==> src/rtl/db_pkg.sv <==
// Shared types and default parameters for the push-button debouncer.
package db_pkg;

    typedef enum logic [2:0] {
        IDLE    = 3'd0,
        WAIT_HI = 3'd1,
        PULSE   = 3'd2,
        HOLD    = 3'd3,
        WAIT_LO = 3'd4
    } db_state_t;

    localparam int DEF_CNT_WIDTH    = 20;
    localparam int DEF_DB_CYCLES    = 500000;
    localparam int DEF_PULSE_CYCLES = 1;
    localparam int PCNT_WIDTH       = 4;

endpackage

==> src/rtl/sync2.sv <==
// Two-flop synchronizer for asynchronous external inputs; synchronous active-high reset.
module sync2 (
    input  logic clk,
    input  logic rst,
    input  logic d,
    output logic q
);

    logic meta;

    always_ff @(posedge clk) begin
        if (rst) begin
            meta <= 1'b0;
            q    <= 1'b0;
        end else begin
            meta <= d;
            q    <= meta;
        end
    end

endmodule

==> src/rtl/btn_debounce_oneshot.sv <==
// Push-button debouncer with a fixed-width one-shot load pulse and debounced level.
// Define DB_PRESS_CNT_EN to build the 8-bit accepted-press counter; otherwise press_cnt is tied to 0.
//
// state   | meaning
// IDLE    | button released and stable, db=0
// WAIT_HI | button seen high, counting stable-high samples, db=0
// PULSE   | press accepted, one-shot active, db=1
// HOLD    | button held and stable, db=1
// WAIT_LO | button seen low, counting stable-low samples, db=1
module btn_debounce_oneshot
    import db_pkg::*;
#(
    parameter int CNT_WIDTH    = DEF_CNT_WIDTH,
    parameter int DB_CYCLES    = DEF_DB_CYCLES,
    parameter int PULSE_CYCLES = DEF_PULSE_CYCLES
) (
    input  logic       clk,
    input  logic       rst,
    input  logic       btn,
    output logic       db,
    output logic       pulse,
    output logic [7:0] press_cnt
);

    localparam logic [CNT_WIDTH-1:0]  DB_LAST = CNT_WIDTH'(DB_CYCLES - 1);
    localparam logic [PCNT_WIDTH-1:0] P_LAST  = PCNT_WIDTH'(PULSE_CYCLES - 1);

    db_state_t             state;
    logic [CNT_WIDTH-1:0]  cnt;
    logic [PCNT_WIDTH-1:0] pcnt;
    logic                  btn_s;

    sync2 u_sync (
        .clk (clk),
        .rst (rst),
        .d   (btn),
        .q   (btn_s)
    );

    // db and pulse are registered together with the state so they never glitch.
    always_ff @(posedge clk) begin
        if (rst) begin
            state <= IDLE;
            cnt   <= '0;
            pcnt  <= '0;
            db    <= 1'b0;
            pulse <= 1'b0;
        end else begin
            case (state)
                IDLE: begin
                    if (btn_s) begin
                        state <= WAIT_HI;
                        cnt   <= '0;
                    end
                end
                WAIT_HI: begin
                    if (!btn_s) begin
                        state <= IDLE;
                    end else if (cnt == DB_LAST) begin
                        state <= PULSE;
                        pcnt  <= '0;
                        db    <= 1'b1;
                        pulse <= 1'b1;
                    end else begin
                        cnt <= cnt + 1'b1;
                    end
                end
                PULSE: begin
                    // Pulse width is fixed; a release here is picked up later in HOLD.
                    if (pcnt == P_LAST) begin
                        state <= HOLD;
                        pulse <= 1'b0;
                    end else begin
                        pcnt <= pcnt + 1'b1;
                    end
                end
                HOLD: begin
                    if (!btn_s) begin
                        state <= WAIT_LO;
                        cnt   <= '0;
                    end
                end
                WAIT_LO: begin
                    if (btn_s) begin
                        state <= HOLD;
                    end else if (cnt == DB_LAST) begin
                        state <= IDLE;
                        db    <= 1'b0;
                    end else begin
                        cnt <= cnt + 1'b1;
                    end
                end
                default: begin
                    state <= IDLE;
                    db    <= 1'b0;
                    pulse <= 1'b0;
                end
            endcase
        end
    end

`ifdef DB_PRESS_CNT_EN
    logic [7:0] press_q;
    logic       press_fire;

    assign press_fire = (state == WAIT_HI) && btn_s && (cnt == DB_LAST);

    always_ff @(posedge clk) begin
        if (rst) begin
            press_q <= 8'h00;
        end else if (press_fire) begin
            press_q <= press_q + 8'd1;
        end
    end

    assign press_cnt = press_q;
`else
    assign press_cnt = 8'h00;
`endif

endmodule
==> config.mk <==
export PLATFORM = sky130hd
export DESIGN_NAME = btn_debounce_oneshot
export DESIGN_NICKNAME = d
export VERILOG_FILES = /design/src/rtl/db_pkg.sv /design/src/rtl/sync2.sv /design/src/rtl/btn_debounce_oneshot.sv
export SDC_FILE = /design/constraint.sdc
export NUM_CORES = 1
export LEC_CHECK = 0
export ABC_AREA = 1
export CAP_MARGIN = 20
export CORE_ASPECT_RATIO = 1.4
export CORE_UTILIZATION = 37
export DETAILED_ROUTE_END_ITERATION = 8
export PLACE_DENSITY = 0.63
export SLEW_MARGIN = 10
export SYNTH_ARGS = -nofsm -noshare
export SYNTH_HDL_FRONTEND = slang
export SYNTH_HIERARCHICAL = 1
export SYNTH_SLANG_ARGS = --single-unit
==> constraint.sdc <==
create_clock -name clk -period 1.65 [get_ports clk]
set_input_delay 0.4125 -clock clk [delete_from_list [all_inputs] [get_ports clk]]
set_output_delay 0.4125 -clock clk [all_outputs]
set_load 0.02 [all_outputs]
==> impl_metrics.py <==
metrics = {
    "synthesis": {
        "synth.most_common_cell": "nand2_1",
        "synth_top_cell_by_area": "dfxtp_1",
        "postSynthAreaPerCell_um2": 6.100,
        "async_flop_share_pct": 0,
        "synth.distinct_cells": 31,
        "synth_top_area_share_pct": 28.18,
        "yosys_warnings": 6,
        "synth-main-ff-cell": "dfxtp_1",
        "ys_seq_elements": 31,
        "synth-edff-count": 0,
        "syn-cell-area_um2": 2202,
        "synth_area_leaders": "dfxtp_1 28%, nand2_1 17%, nor2_1 10%",
        "synth-seq-area-share_pct": 28.18,
        "yosys-top-cells-count": "101 x nand2_1, 60 x nor2_1, 41 x inv_1",
        "syn_inst": 361,
    },
    "setup_path": {
        "cp_common_cell": "nand2_4",
        "path_cells": "ha_4, nand2_4, inv_4, nand2_4, nor2_4, inv_2, nor2_8, buf_12, nand2_8, nand3_2, nand2_1, inv_1, nor2_1",
        "cp.required_ns": 1.84,
        "crit_path_top_delay_cell": "dfxtp_2",
        "critPathTopFamily": "simple AND/OR/NAND/NOR gates",
        "arrival_ns": 1.79,
        "ff2ff_path_depth": 13,
        "worstSetupPathType": "flop to flop",
        "critPathMaxFanout": 6,
        "worst_setup_path_end_kind": "flop",
        "rrSetupSlack_ns": 0.06,
        "crit_path_start_kind": "flop",
        "startpoint": "cnt[1]",
        "slowest_delay_ns": 0.35,
        "r2r-start": "cnt[1]",
        "critPathBufInv": 4,
        "worstReg2RegEnd": "cnt[13]",
    },
    "placement": {
        "placed_cell_area_um2": 2471,
        "dp_hpwl_um": 4311,
        "place_inst": 454,
        "gp_congestion": 0.8987,
        "portBuffers": 4,
        "dpl_worst_slack_ns": -0.05194,
    },
    "final_layout": {
        "final_util_pct": 51.83,
        "sequential_cell_area_um2": 630.6,
        "fillers": 563,
        "fin_area_um2": 2905,
        "area_delta_synth_final_pct": 31.93,
        "multi_input_area_um2": 1524,
        "fin_cells": 471,
        "layout-drive-gt1-share_pct": 26.55,
        "fin_nets": 408,
        "diodes": 0,
    },
    "timing": {
        "max_freq_ghz": 0.6271,
        "rsz0062_at_grt": "yes",
        "finalWorstSetupSlack_ns": 0.05544,
        "skew_ns": 0.002334,
        "finalCritPeriodShare_pct": 96.64,
        "drv_slew": 0,
        "layout_min_cycle_time_ns": 1.595,
        "report.final.hold_viol_count": 0,
        "setup_violations": 0,
    },
    "job": {
        "maxCapViolations": 0,
    },
    "floorplanning": {
        "core_region_area_um2": 5605,
        "die_h_um": 93.28,
        "num_rows": 32,
        "dieArea_um2": 6268,
        "io_pins": 13,
        "start_util_pct": 39.29,
        "die_w_um": 67.20,
    },
    "cts": {
        "cts_tree": "built",
        "clock-root-buffer": "clkbuf_8",
        "cts.sinks": 31,
        "cts_buffers": 5,
        "clockBufferDepth": 2,
        "clk_latency_ns": 0.29,
        "path_clk_slew_ns": 0.07,
        "htree_levels": 2,
    },
    "global_route": {
        "grt_pass1_vias": 2167,
        "grt_overflow": 0,
        "grt_usage_pct": 19.74,
        "grt_pass1_wl_um": 9308,
        "antenna_found_initial": 0,
        "grt_max_degree": 18,
    },
    "min_path": {
        "hold_path.class": "flop to flop",
        "worstHoldStart": "u_sync/meta",
        "hold_path_depth": 2,
        "hold_end": "u_sync/q",
    },
    "pwr": {
        "ir_worst_vdd_v": 0.0005939,
        "powerDensity_nw_per_um2": 1265,
        "leakagePower_nw": 1.251,
        "total_power_mw": 3.674,
    },
    "routing": {
        "wire_per_inst_um": 13.00,
        "viasPerCell": 5.021,
        "totalWireLength_um": 6124,
        "drt_pass1_iterations": 4,
        "remaining_drc_errors": 0,
        "drtIter0Drc": 109,
        "ant_nets": 0,
        "num_vias": 2365,
    },
    "outcome": {
        "status": "complete, no violations",
    },
}
## flip-flops by register name (all words and copies together) (netlist names)
signal       flops
pulse            1
pcnt             4
u_sync/q         1
u_sync/meta      1
db               1
state            3
cnt             20
## kinds of logic after synthesis
group | after synthesis | synth area share [%]
and+or+nand+nor | 227 | 46.59
AOI/OAI and AO/OA | 33 | 8.466
xor gates and xnor gates | 4 | 1.591
adders and majority gates | 3 | 1.705
buffers and inverters | 62 | 13.29
DFF | 31 | 28.18
other | 1 | 0.1703
## worst max path at each step
stage	end	slack (ns)	cells past startpoint
after detailed placement	cnt[9]	-0.05	7
after CTS	pulse	0.004	1
after global placement	cnt[9]	-0.05	7
after floorplan	cnt[17]	0.07	13
after global routing	cnt[13]	-0.04	13
final	cnt[13]	0.06	13
## routing by layer
metal	GRT usage, %	part of all wire, %	vias up	wire, um
met4	10.11	3.1	0	190
met1	20.46	40	1084	2457
met2	36.25	52	57	3197
li1	-	-	1210	-
met3	3.537	4.6	14	279
met5	0	0	-	0
## layout make-up
cell class	count	share of cell area [%]
clock buffers	6	2.842
repair buffers	41	12.70
inverters	46	6.158
clock inverters	2	1.206
flip-flops and latches	31	21.71
multi-input cells	277	52.45
well taps	68	2.929
## placed cells by master (no fill, tap or decap), drive strengths merged, types with 3 or more instances in the layout
cell,n
nor3,5
buf,36
clkbuf,7
dfxtp,31
ha,3
inv,45
nor2,67
xor2,3
a21oi,21
o21ai,11
nand2,106
nand4,15
nand3,34
conb,8
## power by group
group | leakage, nW | internal [mW] | switching [mW]
logic | 0.936 | 0.753 | 1.20
clock network | 0.0612 | 0.488 | 0.302
registers | 0.254 | 0.838 | 0.0898
## tightest hold or removal path: cells and delay by family (launching register included)
family / cells / cell delay (ns)
flops: 1 / 0.30
simple gates: 1 / 0.03
buf+inv: 1 / 0.04
## repair_timing
action / CTS / global route
pin swaps: 1 / 15
gates resized for setup: 3 / 54
cloned: 0 / 3
buffers inserted: 0 / 6
hold buffers: 0 / 0
endpoints found under the setup margin: 18 / 29
## per-stage QoR
stage          hold WS [ns]  setup TNS [ns]
2_1_floorplan        0.3883               0
3_3_place_gp         0.3901        -0.07141
3_5_place_dp         0.3994         -0.2765
4_1_cts              0.4090               0
5_1_grt              0.4217         -0.2048
6_report             0.3966               0
No activity file was read; power rests on OpenSTA's default activity.
